===== src/rtl/timer_ctrl_pkg.sv =====
// Shared constants for the interval-timer controller.
// Register map, CTRL/STATUS bit positions and FSM encoding.
package timer_pkg;

    localparam int TMR_WIDTH = 32;
    localparam int TMR_PSC_W = 8;

    localparam logic [1:0] ADDR_CTRL   = 2'd0;
    localparam logic [1:0] ADDR_LIMIT  = 2'd1;
    localparam logic [1:0] ADDR_COUNT  = 2'd2;
    localparam logic [1:0] ADDR_STATUS = 2'd3;

    localparam int CTRL_EN_BIT  = 0;
    localparam int CTRL_PER_BIT = 1;
    localparam int CTRL_PSC_LSB = 8;

    localparam int STAT_PEND_BIT = 0;
    localparam int STAT_RUN_BIT  = 1;

    typedef enum logic [1:0] {
        IDLE = 2'd0,
        RUN  = 2'd1,
        DONE = 2'd2
    } state_e;

endpackage


===== src/rtl/timer_ctrl_if.sv =====
// Register bus and interrupt signals between CPU and timer.
// master = CPU side, slave = timer side.
interface timer_ctrl_if #(
    parameter int WIDTH = 32
);
    logic             cfg_we;
    logic [1:0]       cfg_addr;
    logic [WIDTH-1:0] cfg_wdata;
    logic [WIDTH-1:0] cfg_rdata;
    logic             irq_ack;
    logic             irq;
    logic             tick;
    logic [WIDTH-1:0] count;

    modport master (
        output cfg_we, cfg_addr, cfg_wdata, irq_ack,
        input  cfg_rdata, irq, tick, count
    );

    modport slave (
        input  cfg_we, cfg_addr, cfg_wdata, irq_ack,
        output cfg_rdata, irq, tick, count
    );
endinterface


===== src/rtl/timer_ctrl_prescaler.sv =====
// Clock prescaler: emits one adv pulse every p+1 running cycles.
// clear restarts the phase and suppresses the pulse for that cycle.
module timer_prescaler
    import timer_pkg::*;
#(
    parameter int PRESCALE_W = TMR_PSC_W
) (
    input  logic                  clk,
    input  logic                  reset,
    input  logic                  clear,
    input  logic                  run,
    input  logic [PRESCALE_W-1:0] p,
    output logic                  adv
);

    logic [PRESCALE_W-1:0] psc_q;
    logic [PRESCALE_W-1:0] psc_d;

    always_comb begin
        psc_d = psc_q;
        adv   = 1'b0;
        if (clear) begin
            psc_d = '0;
        end else if (run) begin
            if (psc_q == p) begin
                psc_d = '0;
                adv   = 1'b1;
            end else begin
                psc_d = psc_q + 1'b1;
            end
        end
    end

    always_ff @(posedge clk) begin
        if (reset) begin
            psc_q <= '0;
        end else begin
            psc_q <= psc_d;
        end
    end

endmodule


===== src/rtl/timer_ctrl.sv =====
// Programmable interval timer: wrap-at-limit count, one-shot or
// periodic, prescaled, with a sticky pending interrupt.
module timer_ctrl
    import timer_pkg::*;
#(
    parameter int WIDTH      = TMR_WIDTH,
    parameter int PRESCALE_W = TMR_PSC_W
) (
    input  logic         clk,
    input  logic         reset,
    timer_ctrl_if.slave  bus
);

    state_e                state_q, state_d;
    logic                  ctrl_en_q, ctrl_en_d;
    logic                  ctrl_per_q, ctrl_per_d;
    logic [PRESCALE_W-1:0] ctrl_p_q, ctrl_p_d;
    logic [WIDTH-1:0]      limit_q, limit_d;
    logic [WIDTH-1:0]      count_q, count_d;
    logic                  pending_q, pending_d;
    logic                  tick_q, tick_d;

    logic             ctrl_wr;
    logic             limit_wr;
    logic             count_wr;
    logic             status_wr;
    logic             wr_en;
    logic             running;
    logic             psc_clear;
    logic             psc_run;
    logic             adv;
    logic             expire;
    logic             pend_clr;
    logic [WIDTH-1:0] nxt;
    logic [WIDTH-1:0] rdata;

    assign ctrl_wr   = bus.cfg_we && (bus.cfg_addr == ADDR_CTRL);
    assign limit_wr  = bus.cfg_we && (bus.cfg_addr == ADDR_LIMIT);
    assign count_wr  = bus.cfg_we && (bus.cfg_addr == ADDR_COUNT);
    assign status_wr = bus.cfg_we && (bus.cfg_addr == ADDR_STATUS);
    assign wr_en     = bus.cfg_wdata[CTRL_EN_BIT];
    assign running   = (state_q == RUN);

    // A CTRL write either restarts the phase or freezes the count.
    assign psc_clear = (ctrl_wr && wr_en) || count_wr;
    assign psc_run   = running && !ctrl_wr;

    timer_prescaler #(
        .PRESCALE_W (PRESCALE_W)
    ) u_psc (
        .clk   (clk),
        .reset (reset),
        .clear (psc_clear),
        .run   (psc_run),
        .p     (ctrl_p_q),
        .adv   (adv)
    );

    assign nxt      = count_q + 1'b1;
    assign expire   = adv && (nxt == limit_q);
    assign pend_clr = bus.irq_ack
                   || (status_wr && bus.cfg_wdata[STAT_PEND_BIT]);

    always_comb begin
        state_d    = state_q;
        ctrl_en_d  = ctrl_en_q;
        ctrl_per_d = ctrl_per_q;
        ctrl_p_d   = ctrl_p_q;
        limit_d    = limit_q;
        count_d    = count_q;
        pending_d  = pending_q;
        tick_d     = expire;

        if (count_wr) begin
            count_d = bus.cfg_wdata;
        end else if (adv) begin
            count_d = expire ? '0 : nxt;
        end

        if (limit_wr) begin
            limit_d = bus.cfg_wdata;
        end

        if (ctrl_wr) begin
            ctrl_en_d  = wr_en;
            ctrl_per_d = bus.cfg_wdata[CTRL_PER_BIT];
            ctrl_p_d   = bus.cfg_wdata[CTRL_PSC_LSB +: PRESCALE_W];
        end

        // Expiry outranks a same-cycle clear.
        if (expire) begin
            pending_d = 1'b1;
        end else if (pend_clr) begin
            pending_d = 1'b0;
        end

        unique case (state_q)
            IDLE, DONE: begin
                if (ctrl_wr && wr_en) begin
                    state_d = RUN;
                end
            end
            RUN: begin
                if (ctrl_wr) begin
                    state_d = wr_en ? RUN : IDLE;
                end else if (expire && !ctrl_per_q) begin
                    state_d   = DONE;
                    ctrl_en_d = 1'b0;
                end
            end
            default: state_d = IDLE;
        endcase
    end

    always_comb begin
        rdata = '0;
        unique case (bus.cfg_addr)
            ADDR_CTRL: begin
                rdata[CTRL_EN_BIT]  = ctrl_en_q;
                rdata[CTRL_PER_BIT] = ctrl_per_q;
                rdata[CTRL_PSC_LSB +: PRESCALE_W] = ctrl_p_q;
            end
            ADDR_LIMIT: rdata = limit_q;
            ADDR_COUNT: rdata = count_q;
            ADDR_STATUS: begin
                rdata[STAT_PEND_BIT] = pending_q;
                rdata[STAT_RUN_BIT]  = running;
            end
        endcase
    end

    always_ff @(posedge clk) begin
        if (reset) begin
            state_q    <= IDLE;
            ctrl_en_q  <= 1'b0;
            ctrl_per_q <= 1'b0;
            ctrl_p_q   <= '0;
            limit_q    <= '0;
            count_q    <= '0;
            pending_q  <= 1'b0;
            tick_q     <= 1'b0;
        end else begin
            state_q    <= state_d;
            ctrl_en_q  <= ctrl_en_d;
            ctrl_per_q <= ctrl_per_d;
            ctrl_p_q   <= ctrl_p_d;
            limit_q    <= limit_d;
            count_q    <= count_d;
            pending_q  <= pending_d;
            tick_q     <= tick_d;
        end
    end

    assign bus.cfg_rdata = rdata;
    assign bus.irq       = pending_q;
    assign bus.tick      = tick_q;
    assign bus.count     = count_q;

endmodule

===== src/flat_wrapper.sv =====
// flat-port wrapper written by rule: the top's interface ports become plain ports
module timer_ctrl_flat import timer_pkg::*;
#(
    parameter int WIDTH      = TMR_WIDTH,
    parameter int PRESCALE_W = TMR_PSC_W
)
  (clk, reset, bus_cfg_we, bus_cfg_addr, bus_cfg_wdata, bus_irq_ack, bus_cfg_rdata, bus_irq, bus_tick, bus_count);
  timer_ctrl_if #(.WIDTH(WIDTH)) bus_i ();
  input  logic clk;
  input  logic reset;
  input wire logic [$bits(bus_i.cfg_we)-1:0] bus_cfg_we;
  input wire logic [$bits(bus_i.cfg_addr)-1:0] bus_cfg_addr;
  input wire logic [$bits(bus_i.cfg_wdata)-1:0] bus_cfg_wdata;
  input wire logic [$bits(bus_i.irq_ack)-1:0] bus_irq_ack;
  output wire logic [$bits(bus_i.cfg_rdata)-1:0] bus_cfg_rdata;
  output wire logic [$bits(bus_i.irq)-1:0] bus_irq;
  output wire logic [$bits(bus_i.tick)-1:0] bus_tick;
  output wire logic [$bits(bus_i.count)-1:0] bus_count;
  assign bus_i.cfg_we = bus_cfg_we;
  assign bus_i.cfg_addr = bus_cfg_addr;
  assign bus_i.cfg_wdata = bus_cfg_wdata;
  assign bus_i.irq_ack = bus_irq_ack;
  assign bus_cfg_rdata = bus_i.cfg_rdata;
  assign bus_irq = bus_i.irq;
  assign bus_tick = bus_i.tick;
  assign bus_count = bus_i.count;
  timer_ctrl #(.WIDTH(WIDTH), .PRESCALE_W(PRESCALE_W)) u_core (.clk(clk), .reset(reset), .bus(bus_i));
endmodule

===== config.mk =====
export PLATFORM = sky130hd
export DESIGN_NAME = timer_ctrl_flat
export DESIGN_NICKNAME = d
export VERILOG_FILES = /design/src/rtl/timer_ctrl_pkg.sv /design/src/rtl/timer_ctrl_if.sv /design/src/rtl/timer_ctrl_prescaler.sv /design/src/rtl/timer_ctrl.sv /design/src/flat_wrapper.sv
export SDC_FILE = /design/constraint.sdc
export NUM_CORES = 1
export LEC_CHECK = 0
export ABC_AREA = 0
export BUFFER_PORTS_ARGS = -buffer_cell sky130_fd_sc_hd__buf_4
export CORE_MARGIN = 2
export CORE_UTILIZATION = 50
export CTS_CLUSTER_SIZE = 30
export DETAILED_ROUTE_END_ITERATION = 8
export PLACE_DENSITY = 0.71
export SYNTH_ARGS = -nofsm -noshare
export SYNTH_HDL_FRONTEND = slang
export SYNTH_HIERARCHICAL = 1
export SYNTH_SLANG_ARGS = --single-unit

===== constraint.sdc =====
create_clock -name clk -period 6.3 [get_ports clk]
set_input_delay 1.26 -clock clk [delete_from_list [all_inputs] [get_ports clk]]
set_output_delay 1.26 -clock clk [all_outputs]
set_load 0.05 [all_outputs]

## Yosys cells after proc, flatten, opt, wreduce, memory -nomap -nowiden

Index checks and enable logic that the tools add are counted.

| word-level totals | value |
|---|---|
| memory bits (read-only) | 0 |
| memories | 0 |
| register bits | 86 |
| logic and storage cells | 62 |
| output and inout port bits | 66 |
| input port bits | 38 |
| bits in latches | 0 |
| bits in writable memories | 0 |

| cells by class | value |
|---|---|
| $mul | 0 |
| div/mod/pow operators | 0 |
| reductions and logical operators | 20 |
| magnitude comparators | 0 |
| bitwise operators | 0 |
| eq/ne operators | 9 |
| add/sub/neg operators | 2 |
| multiplexer cells | 22 |
| shift-type cells | 0 |

Operators with widths:

| operator | count |
|---|---|
| $mux 32 | 3 |
| $add 32x1->32 const B | 1 |
| $eq 32x32->1 | 1 |
| $pmux 16 s2 | 1 |
| $pmux 8 s3 | 1 |
| $pmux 6 s2 | 1 |
| $mux 1 | 10 |
| $logic_and 1x1->1 | 9 |
| $add 8x1->8 const B | 1 |
| $eq 8x8->1 | 1 |
| $mux 8 | 1 |
| $pmux 2 s4 | 1 |
| $eq 2x2->1 const B | 3 |
| $mux 2 | 3 |
| $eq 2x1->1 const B | 2 |
| $logic_not 2->1 | 2 |
| $pmux 2 s2 | 1 |
| $reduce_bool 2->1 | 2 |
| $reduce_or 2->1 | 2 |
| $ne 3x2->1 const B | 1 |
| $logic_not 1->1 | 2 |
| $logic_or 1x1->1 | 2 |
| $ne 2x1->1 const B | 1 |
| $reduce_and 2->1 | 1 |

## Depth between registers and ports, before layout

| depth | value |
|---|---|
| depth in word-level cells | 11 |
| mapped depth | 19 |
| depth with buffers taken out | 15 |

## Modules after synthesis

Netlist, hierarchy kept.

By module, submodules not included:

| module | instances | cells an instance | area an instance (µm²) |
|---|---|---|---|
| timer_ctrl | 1 | 756 | 5684.2 |
| timer_prescaler | 1 | 48 | 441.7 |

## Worst setup path before layout

OpenSTA, ideal clock, no wires.

| timing path | value |
|---|---|
| kind | input-to-reg |
| from | input port bus_cfg_addr[0] |
| to | register u_core.state_q[0] |
| cell stages on the path | 17 |
| slack | 1827 ps |
| arrival time | 4358 ps |
| buffers on the path | 4 |
| setup time | 115 ps |
| cell sequence | inv_1 ha_1 clkbuf_1 nand2_1 clkbuf_1 clkbuf_1 nand2_1 nor4_1 clkbuf_1 nand3_1 a211oi_1 nand4_1 nor4_1 nand4_1 nor2_1 a21oi_1 o21ba_2 |

RTL lines:

| element | RTL line | RTL |
|---|---|---|
| start: declaration | flat_wrapper.sv:12 | `input wire logic [$bits(bus_i.cfg_addr)-1:0] bus_cfg_addr;` |
| $logic_not 2->1 | timer_ctrl.sv:37 | `assign ctrl_wr = bus.cfg_we && (bus.cfg_addr == ADDR_CTRL);` |
| $logic_and 1x1->1 | timer_ctrl.sv:37 |  |
| $logic_and 1x1->1 | timer_ctrl.sv:45 | `assign psc_clear = (ctrl_wr && wr_en) \|\| count_wr;` |
| $logic_or 1x1->1 * | timer_ctrl.sv:45 |  |
| named net u_core.psc_clear | timer_ctrl.sv:29 | `logic psc_clear;` |
| $mux 1 * | timer_ctrl_prescaler.sv:22 | `if (clear) begin` |
| named net u_core.adv | timer_ctrl.sv:31 | `logic adv;` |
| $logic_and 1x1->1 * | timer_ctrl.sv:60 | `assign expire = adv && (nxt == limit_q);` |
| $logic_and 1x1->1 * | timer_ctrl.sv:106 | `end else if (expire && !ctrl_per_q) begin` |
| $ne 3x2->1 (no line) * | - |  |
| $reduce_and 2->1 (no line) * | - |  |
| end signal: assignment | timer_ctrl.sv:143 | `state_q <= state_d;` |
| end: declaration | timer_ctrl.sv:14 | `state_e state_q, state_d;` |

The timed path passes the listed nets; every way through them passes the cells marked *.
A chain may end at the register's enable or synchronous reset.

## Worst setup path after layout

| timing path | value |
|---|---|
| from | input port bus_cfg_addr[0] |
| to | register u_core.count_q[2], in the netlist u_core/bus.count[2] |

| between the ends | value |
|---|---|
| word-level cells in the longest chain between the ends | 10 |

Ends and longest elaborated chain:

| element | RTL line | RTL |
|---|---|---|
| $logic_not 2->1 * | timer_ctrl.sv:37 |  |
| $logic_and 1x1->1 * | timer_ctrl.sv:37 |  |
| $logic_not 1->1 * | timer_ctrl.sv:46 | `assign psc_run = running && !ctrl_wr;` |
| $logic_and 1x1->1 * | timer_ctrl.sv:46 |  |
| named net u_core.psc_run | timer_ctrl.sv:30 | `logic psc_run;` |
| $mux 1 * | timer_ctrl_prescaler.sv:24 | `end else if (run) begin` |
| $mux 1 * | timer_ctrl_prescaler.sv:22 |  |
| named net u_core.adv | timer_ctrl.sv:31 |  |
| $logic_and 1x1->1 | timer_ctrl.sv:60 |  |
| $mux 32 | timer_ctrl.sv:77 | `count_d = expire ? '0 : nxt;` |
| $mux 32 | timer_ctrl.sv:76 | `end else if (adv) begin` |
| $mux 32 | timer_ctrl.sv:74 | `if (count_wr) begin` |
| end signal: assignment | timer_ctrl.sv:148 | `count_q <= count_d;` |
| end: declaration | timer_ctrl.sv:19 | `logic [WIDTH-1:0] count_q, count_d;` |

The timed path passes the listed nets; every way through them passes the cells marked *. The select of a mux whose other input is x is not followed.

==> impl_results.md <==
- Outcome: complete, no violations
- Crit-path cells: buf_4, inv_1, ha_1, nand2_1, nand2_1, inv_1, nand2_1, nor4_2, nand3_1, a211oi_1, nand2b_1, nor4_1, nand4_1, o21ai_2, nor3b_1, o31a_1
- Hold Path Cell Cnt: 2
- Initial DRC count: 485
- Setup tns final: 0 ns
- Post-cts resize count: 0
- Max Clock Skew: 0.00815 ns
- Most frequent CP cell: nand2_1
- DRT Wirelength: 20.4 mm
- EDFF count, synth: 0
- Internal power: 1.01 mW
- Combinational power share: 21.7%
- Asr flop ratio synth: 0%
- Crit share post-route: 83.0%
- # Max-Cap Violations: 0
- Netlist cell types: 68
- Power Dens Cells: 210 mW/mm²
- Dpl hpwl: 14.5 mm
- Post-CTS Hold Buffers: 0
- Yosys Warn Count: 6
- Clk slew on worst S/H paths: 0.06 ns
- Post-Syn Area: 0.00613 mm²
- Post-synth top cells: nand2_1 (120), a21oi_1 (98), dfxtp_1 (86)
- Worst endpoint required time: 6.54 ns
- CTS buffer count: 9
- Skew-Pair Late Insertion Delay: 0.35 ns
- Clk pwr share: 37.4%
- Final setup vio count: 0
- Max Freq: 191 MHz
- Switch Pwr: 0.487 mW
- Post-CTS Setup Bufs: 0
- Register share of total power: 40.9%
- Sequential-to-total area share from yosys stat: 28.1%
- GRT overflow: 0
- Final #Nets: 896
- CTS tree: yes
- Initial antenna violation count: 0
- Startpoint types: input port
- CP max FO: 21
- Vias in the first global route: 5938
- Bufs on Longest Clock Path: 2
- Rel. slew slack: 32.2%
- Final ANT Viol Nets: 0
- Hold Crit Start: u_core/ctrl_per_q$_SDFFE_PP0P_
- Hold Vio Cnt, Final: 0
- Clk sinks: 86
- Largest net degree at the start of global routing: 80
- Pre-CTS setup slack: 0.816 ns
- Arrival time worst endpoint: 5.47 ns
- DRT Pass-1 Iters: 5
- Die Y: 115 µm
- Crit-path max cell delay: 0.87 ns
- Worst Reg2Reg Path Length in Cells: 10
- Yosys top cell area share: 28.1%
- H-tree depth: 3
- Mean post-synth cell area: 7.62 µm²
- Total track usage: 31.1%
- Largest area contributor in the netlist: dfxtp_1
- Die area: 0.0132 mm²
- Core Area: 0.0120 mm²
- Site row count: 40
- DR WL/cell: 20.3 µm
- Layout cells sized above 1: 17.4%
- Post-Layout Cell Count: 1002
- R2r setup slk: 1.38 ns
- R2r endpoint: u_core/bus.count[2]$_SDFFE_PP0P_
- Setup crit end kind: flop
- Critical Setup Path Class: in2reg
- Final Util: 59.5%
- Drt drc: 0
- Worst Max-Slew Pin Slew: 1.01 ns
- IO buf count: 103
- Total power: 1.50 mW
- Initial Util: 51.2%
- DR vias/cell: 6.33
- Gpl congestion: 0.945
- Routed via count: 6342
- Die W: 115 µm
- VDD IR max: 118 µV
- Count leader, synth: nand2_1
- Hold WC Path Type: reg2reg
- Final worst-path setup slack: 1.07 ns
- Leakage power: 2.56 nW
- Placed Cells: 986
- Syn Inst Count: 804
- Reg2Reg Launch Point: u_core/bus.count[0]$_SDFFE_PP0P_
- Syn Nets: 850
- Hold EP: u_core/ctrl_per_q$_SDFFE_PP0P_
- Top FF cell, synth: dfxtp_1
- Area Overhead vs Synth: 16.1%
- Ports: 104
- Largest cells by area after synthesis: dfxtp_1 (28%), a21oi_1 (8.0%), nand2_1 (7.4%), xnor2_1 (6.1%), clkbuf_1 (3.0%)
- #FFs+latches synth: 86
- Antenna Cells: 0
- Fin. max-slew vios: 0
- Critical-path top delay cell: o21ai_2
- Switching Share: 32.5%
- Root Buffer: clkbuf_16
- RSZ-0062 raised after global routing: false
- Tmin final: 5.23 ns
- First-pass GRT wire length: 32.0 mm
==> sequential cells by signal (all words and copies together) (netlist names) <==
register	count
u_core/ctrl_per_q	1
u_core/bus.count	32
u_core/state_q	2
u_core/ctrl_p_q	8
u_core/ctrl_en_q	1
u_core/limit_q	32
u_core/bus.irq	1
u_core/u_psc/psc_q	8
u_core/bus.tick	1
==> critical path: cells and delay by family <==
kind / cells / cell delay [ns]
adder cells (fa/ha/maj): 1 / 0.35
AND/OR/NAND/NOR: 9 / 1.99
AO/OA/AOI/OAI: 3 / 1.47
buffers and inverters: 3 / 0.39
==> cells by family (layout without fill, tap and decap cells) <==
group	after synthesis	count (layout)	synth area share [%]
AO/OA/AOI/OAI	195	195	20.8
AND/OR/NAND/NOR	353	353	30.7
XOR/XNOR	69	69	11.7
adder cells (fa/ha/maj)	8	8	1.63
flip-flops	86	86	28.1
multiplexers	4	4	0.694
buffers and inverters	89	140	6.45
==> power groups by stage <==
stage	combinational, mW	clock (mW)	sequential [mW]
after floorplan	0.199	0	0.638
after global placement	0.314	0	0.622
after detailed placement	0.319	0	0.623
after CTS	0.321	0.567	0.611
after global routing	0.344	0.588	0.617
final	0.324	0.560	0.612
==> stage by stage <==
step                area, µm²  hold slack (ns)
floorplan                6130            0.436
global placement         6800            0.449
detailed placement       6800            0.454
CTS                      7110            0.464
global route             7110            0.493
finish                   7110            0.471
==> how the worst max path moves through the flow <==
| stage | from | endpoint | slack, ns | cells after the start |
|---|---|---|---|---|
| 2_1_floorplan | bus_cfg_addr[0] | u_core/state_q[0]$_SDFFE_PP0P_ | 1.83 | 17 |
| 3_3_place_gp | bus_cfg_addr[0] | u_core/bus.count[2]$_SDFFE_PP0P_ | 1.04 | 16 |
| 3_5_place_dp | bus_cfg_addr[0] | u_core/bus.count[2]$_SDFFE_PP0P_ | 0.82 | 16 |
| 4_1_cts | bus_cfg_addr[0] | u_core/bus.count[2]$_SDFFE_PP0P_ | 1.20 | 16 |
| 5_1_grt | bus_cfg_addr[0] | u_core/bus.count[2]$_SDFFE_PP0P_ | 0.79 | 16 |
| 6_report | bus_cfg_addr[0] | u_core/bus.count[2]$_SDFFE_PP0P_ | 1.07 | 16 |
==> area by class of cell <==
type                       count  area [µm²]
clock buffer                  10         239
clock inverter                 6        68.8
fill                        1147        4850
inverter                      13        48.8
multi-input combinational    629        4020
sequential                    86        1720
tap                          147         184
timing repair buffer         111         833
==> metal layers <==
layer	up-vias	wire [µm]	GRT usage, %
met2	277	9650	50.3
met1	3059	8840	41.6
met4	0	550	14.1
met3	39	1330	3.55
met5	-	0	0
li1	2967	-	-
==> placed cells by master, fill, tap and decap left out, types with 8 or more instances in the layout <==
cell type	count
clkbuf_16	9
nand3_1	22
or3_1	18
xor2_1	18
nor4_1	15
nor2_1	43
nand2_1	120
and2_1	8
nand2b_1	9
and4_1	9
nor3_1	12
dfxtp_1	86
a21oi_1	98
inv_1	13
buf_4	111
nor3b_1	15
nor2b_1	23
nand4_1	19
ha_1	8
a222oi_1	9
a22oi_1	23
and3_1	10
xnor2_1	43
o21ai_0	10
(Power assumes the default switching activity.)
